**config.mk**
```make
export PLATFORM = sky130hd
export DESIGN_NAME = ov7670_capture
export DESIGN_NICKNAME = d
export VERILOG_FILES = /design/src/rtl/ov7670_capture.sv
export SDC_FILE = /design/constraint.sdc
export NUM_CORES = 1
export LEC_CHECK = 0
export BUFFER_PORTS_ARGS = -buffer_cell sky130_fd_sc_hd__buf_2
export CORE_MARGIN = 4
export CORE_UTILIZATION = 57
export CTS_CLUSTER_SIZE = 14
export DETAILED_ROUTE_END_ITERATION = 12
export PLACE_DENSITY = 0.88
export SYNTH_ARGS = -nofsm -noshare
export SYNTH_HDL_FRONTEND = slang
export SYNTH_SLANG_ARGS = --single-unit
```
**constraint.sdc**
```tcl
create_clock -name CLK25 -period 2.53 [get_ports CLK25]
set_clock_uncertainty 0.2 [all_clocks]
set_input_delay 0.1265 -clock CLK25 [delete_from_list [all_inputs] [get_ports CLK25]]
set_output_delay 0.1265 -clock CLK25 [all_outputs]
set_load 0.05 [all_outputs]
```
**src/rtl/ov7670_capture.sv**
```systemverilog
// OV7670 capture front end: synchronizes the camera bus into CLK25,
// assembles RGB565 byte pairs, decimates 2:1 in both axes and emits
// RGB444 write strobes for a downstream frame-buffer address generator.
module ov7670_capture #(
    parameter int H_CAM = 640,
    parameter int V_CAM = 480
) (
    input  logic        CLK25,
    input  logic        reset,
    input  logic        cam_pclk,
    input  logic        cam_vsync,
    input  logic        cam_href,
    input  logic [7:0]  cam_d,
    output logic        we,
    output logic [11:0] dout,
    output logic        vsync_n,
    output logic        frame_done
);

    localparam logic [1:0] WAIT_FRAME = 2'd0;
    localparam logic [1:0] LINE_IDLE  = 2'd1;
    localparam logic [1:0] BYTE_HI    = 2'd2;
    localparam logic [1:0] BYTE_LO    = 2'd3;

    localparam logic [9:0] COL_MAX = 10'(H_CAM);
    localparam logic [8:0] ROW_MAX = 9'(V_CAM);

    logic       r_pclk_s1, r_pclk_s2, r_pclk_s3;
    logic       r_vsync_s1, r_vsync_s2, r_vsync_s3;
    logic       r_href_s1, r_href_s2, r_href_s3;
    logic [7:0] r_d_s1, r_d_s2;

    logic [1:0]  r_state;
    logic [6:0]  r_hi;      // high byte with R0 dropped: {R4..R1, G5..G3}
    logic [9:0]  r_col;
    logic [8:0]  r_row;
    logic        r_we;
    logic [11:0] r_dout;
    logic        r_frame_done;

    logic w_pclk_edge, w_byte, w_vs_rise, w_vs_fall, w_href_fall, w_in_line, w_keep;

    // s3 stages exist only for edge detection on pclk, vsync and href
    assign w_pclk_edge = r_pclk_s2 & ~r_pclk_s3;
    assign w_byte      = w_pclk_edge & r_href_s2 & ~r_vsync_s2;
    assign w_vs_rise   = r_vsync_s2 & ~r_vsync_s3;
    assign w_vs_fall   = ~r_vsync_s2 & r_vsync_s3;
    assign w_href_fall = ~r_href_s2 & r_href_s3;
    assign w_in_line   = (r_state == BYTE_HI) || (r_state == BYTE_LO);
    // 2:1 decimation in both axes, and nothing past the saturation limits
    assign w_keep      = (r_col < COL_MAX) && (r_row < ROW_MAX) && !r_col[0] && !r_row[0];

    // two-flop synchronizers for the whole camera bus, plus edge-detect stage
    always_ff @(posedge CLK25) begin
        if (reset) begin
            r_pclk_s1  <= 1'b0; r_pclk_s2  <= 1'b0; r_pclk_s3  <= 1'b0;
            r_vsync_s1 <= 1'b0; r_vsync_s2 <= 1'b0; r_vsync_s3 <= 1'b0;
            r_href_s1  <= 1'b0; r_href_s2  <= 1'b0; r_href_s3  <= 1'b0;
            r_d_s1     <= 8'h00; r_d_s2    <= 8'h00;
        end else begin
            r_pclk_s1  <= cam_pclk;  r_pclk_s2  <= r_pclk_s1;  r_pclk_s3  <= r_pclk_s2;
            r_vsync_s1 <= cam_vsync; r_vsync_s2 <= r_vsync_s1; r_vsync_s3 <= r_vsync_s2;
            r_href_s1  <= cam_href;  r_href_s2  <= r_href_s1;  r_href_s3  <= r_href_s2;
            r_d_s1     <= cam_d;     r_d_s2     <= r_d_s1;
        end
    end

    // capture FSM: frame abort beats line end beats byte capture
    always_ff @(posedge CLK25) begin
        if (reset) begin
            r_state      <= WAIT_FRAME;
            r_hi         <= 7'h00;
            r_col        <= 10'd0;
            r_row        <= 9'd0;
            r_we         <= 1'b0;
            r_dout       <= 12'h000;
            r_frame_done <= 1'b0;
        end else begin
            r_we         <= 1'b0;
            r_frame_done <= 1'b0;
            if (r_state == WAIT_FRAME) begin
                // a partial frame is never trusted; start on a clean vsync end
                r_col <= 10'd0;
                r_row <= 9'd0;
                if (w_vs_fall)
                    r_state <= LINE_IDLE;
            end else if (w_vs_rise) begin
                r_state      <= LINE_IDLE;
                r_col        <= 10'd0;
                r_row        <= 9'd0;
                r_frame_done <= 1'b1;
            end else if (w_href_fall && w_in_line) begin
                // any half pixel is simply forgotten; r_hi is rewritten next line
                r_state <= LINE_IDLE;
                r_col   <= 10'd0;
                if (r_row != ROW_MAX)
                    r_row <= r_row + 9'd1;
            end else if (w_byte) begin
                if (r_state == BYTE_LO) begin
                    if (w_keep) begin
                        r_we   <= 1'b1;
                        r_dout <= {r_hi, r_d_s2[7], r_d_s2[4:1]};
                    end
                    if (r_col != COL_MAX)
                        r_col <= r_col + 10'd1;
                    r_state <= BYTE_HI;
                end else begin
                    r_hi    <= {r_d_s2[7:4], r_d_s2[2:0]};
                    r_state <= BYTE_LO;
                end
            end
        end
    end

    assign we         = r_we;
    assign dout       = r_dout;
    assign frame_done = r_frame_done;
    assign vsync_n    = (r_state != WAIT_FRAME) & ~r_vsync_s2;

endmodule

```
==> out/results.tsv <==
metric	value	unit
status	finished, final reports clean	
end_kind	register	
cap_violations	0	
coreArea	0.00435	mm²
cellPowerDensity	700	mW/mm²
syn_inst	272	
cts_buffers	9	
ant_nets	0	
clk_latency	340	ps
grt_start_max_net_pins	47	
worstSetupPathType	register to register	
path_cells	and3b_1 > or4_1 > or4_1 > nand2_1	
cts_resized	0	
antenna_found_initial	0	
critPathRequiredTime	2620	ps
clock-sinks	67	
start_util	58.8	%
hold_viol	0	
tns	0	ps
grtUsageTotal	20.0	%
cts.root.buffer_cell	clkbuf_8	
placed_cells	341	
htreeDepth	3	
rsz0062_at_grt	false	
cts.path.max_buffers	2	
cp_common_cell	or4_1	
crit_path_max_fanout	8	
grt_first_pass_wirelength	8470	µm
synthTopCellsByArea	dfxtp_1 52%, nor2b_1 6.6%, nand3_1 3.9%	
dp_hpwl	3320	µm
power_leakage	1.19	nW
finalSetupViolCount	0	
synth_nets	289	
area_growth	19.7	%
nets	328	
vdd_ir_drop_max	0.453	mV
drt_iter0_drc	212	
totalPowerFinal	2.15	mW
clkTransAtPathRegs	70	ps
place_congestion	0.851	
synth_common_cells	67 x dfxtp_1, 27 x nor2b_1, 25 x nor2_1, 20 x nand3_1, 19 x a21oi_1	
fmax	0.483	GHz
die_area	0.00563	mm²
tightest_slew	441	ps
drt_first_pass_iters	4	
synth_enable_flop_cells	0	
hold_path.class	primary input to register	
ys.flop_type	dfxtp_1	
avgViaCountPerCell	5.65	
die_h	75.0	µm
yosys_warnings	0	
yosysMostFrequentCell	dfxtp_1	
insertedDiodeCount	0	
num_vias	2079	
chipWidth	75.0	µm
crit_slowest_cell	or4_1	
ys_seq_area_share	52.4	%
period_share	81.8	%
preCtsSetupSlack	492	ps
hold_slack	17.4	ps
cp-start-kind	register	
gr-total-overflow	0	
synth_top_cell_by_area	dfxtp_1	
grt_pass1_vias	1888	
wire_per_inst	13.7	µm
synth_area	0.00256	mm²
fin_crit	2070	ps
ys_seq_elements	67	
setup_slack	461	ps
pin_count	28	
max-slew-margin-rel	70.5	%
synth_top_area_share	52.4	%
cts_tree	done	
drv_slew	0	
arrival	2160	ps
drt_wl_total	5050	µm
synth.distinct_cells	33	
stdcell_count	368	
core.rowCount	24	
drive_gt1_share	14.6	%
final_util	70.4	%
dpl_cell_area	0.00272	mm²
avgSynthCellArea	9.42	µm²
io_buffers	27	
drc_errors	0	
final_area	0.00307	mm²
async_flop_share	0	%
max_stage_delay	520	ps
cells by family (layout without fill, tap and decap cells):
group	count (synthesis)	count (layout)	synth area share [%]
xor+xnor	12	12	4.10
simple gates	117	117	25.8
mux	8	8	3.13
buf+inv	22	66	3.81
flops	67	67	52.4
compound gates	42	42	8.84
fa+ha+maj	4	4	1.95
cell type report:
class                      instances  area, µm²
clock buffer                      11        151
clock inverter                     5       85.1
fill                             315       1290
inverter                           9       33.8
multi-input combinational        183       1120
sequential                        67       1340
tap                               52       65.1
timing repair buffer              41        268
cell usage in the layout (no fill, tap or decap), drive strengths merged, types with 7 or more instances in the layout:
| master | netlist | routed |
|---|---|---|
| nand2 | 7 | 7 |
| nand4 | 10 | 10 |
| nand3 | 20 | 20 |
| nor2 | 25 | 25 |
| mux2i | 8 | 8 |
| dfxtp | 67 | 67 |
| xor2 | 7 | 7 |
| dlygate4sd3 | 0 | 11 |
| nor2b | 27 | 27 |
| inv | 9 | 9 |
| o21ai | 17 | 17 |
| a21oi | 19 | 19 |
| buf | 2 | 30 |
| clkbuf | 11 | 11 |
power by group:
group          switching, mW  internal (mW)  total, mW  leakage [nW]
clock network          0.400          0.612       1.01         0.116
logic                 0.0243         0.0314     0.0557         0.528
registers            0.00745           1.07       1.08         0.545
flip-flops by register name (all words and copies together), names as in the netlist, 2 cells and up:
signal / count
r_row: 9
r_d_s2: 8
r_d_s1: 8
r_hi: 7
dout: 12
r_col: 10
r_state: 2
worst paths after layout:
kind | startpoint | slack (ps) | endpoint | cells after the start
worst max-delay path | r_state[1] | 460 | r_col[7] | 4
worst min-delay path | reset | 20 | r_col[7] | 4
worst max register to register | r_state[1] | 460 | r_col[7] | 4
worst min register to register | r_d_s1[5] | 240 | r_d_s2[5] | 1
critical path: cells and delay by family (launching register included):
| family | cells | cell delay [ps] |
|---|---|---|
| flops | 1 | 390 |
| simple gates | 4 | 1430 |
per-layer routing:
metal | wire, µm | share of wire [%] | vias up | GRT usage [%]
li1 | - | - | 1028 | -
met1 | 2200 | 44 | 970 | 25.0
met2 | 2460 | 49 | 71 | 30.2
met3 | 293 | 5.8 | 10 | 6.01
met4 | 94 | 1.9 | 0 | 12.3
met5 | 0 | 0 | - | 0
what timing repair did:
item / 4_1_cts / 5_1_grt
setup buffers: 0 / 0
hold buffers: 11 / 0
endpoints found under the hold margin: 11 / 0
Power figures use the tool's default switching activity.
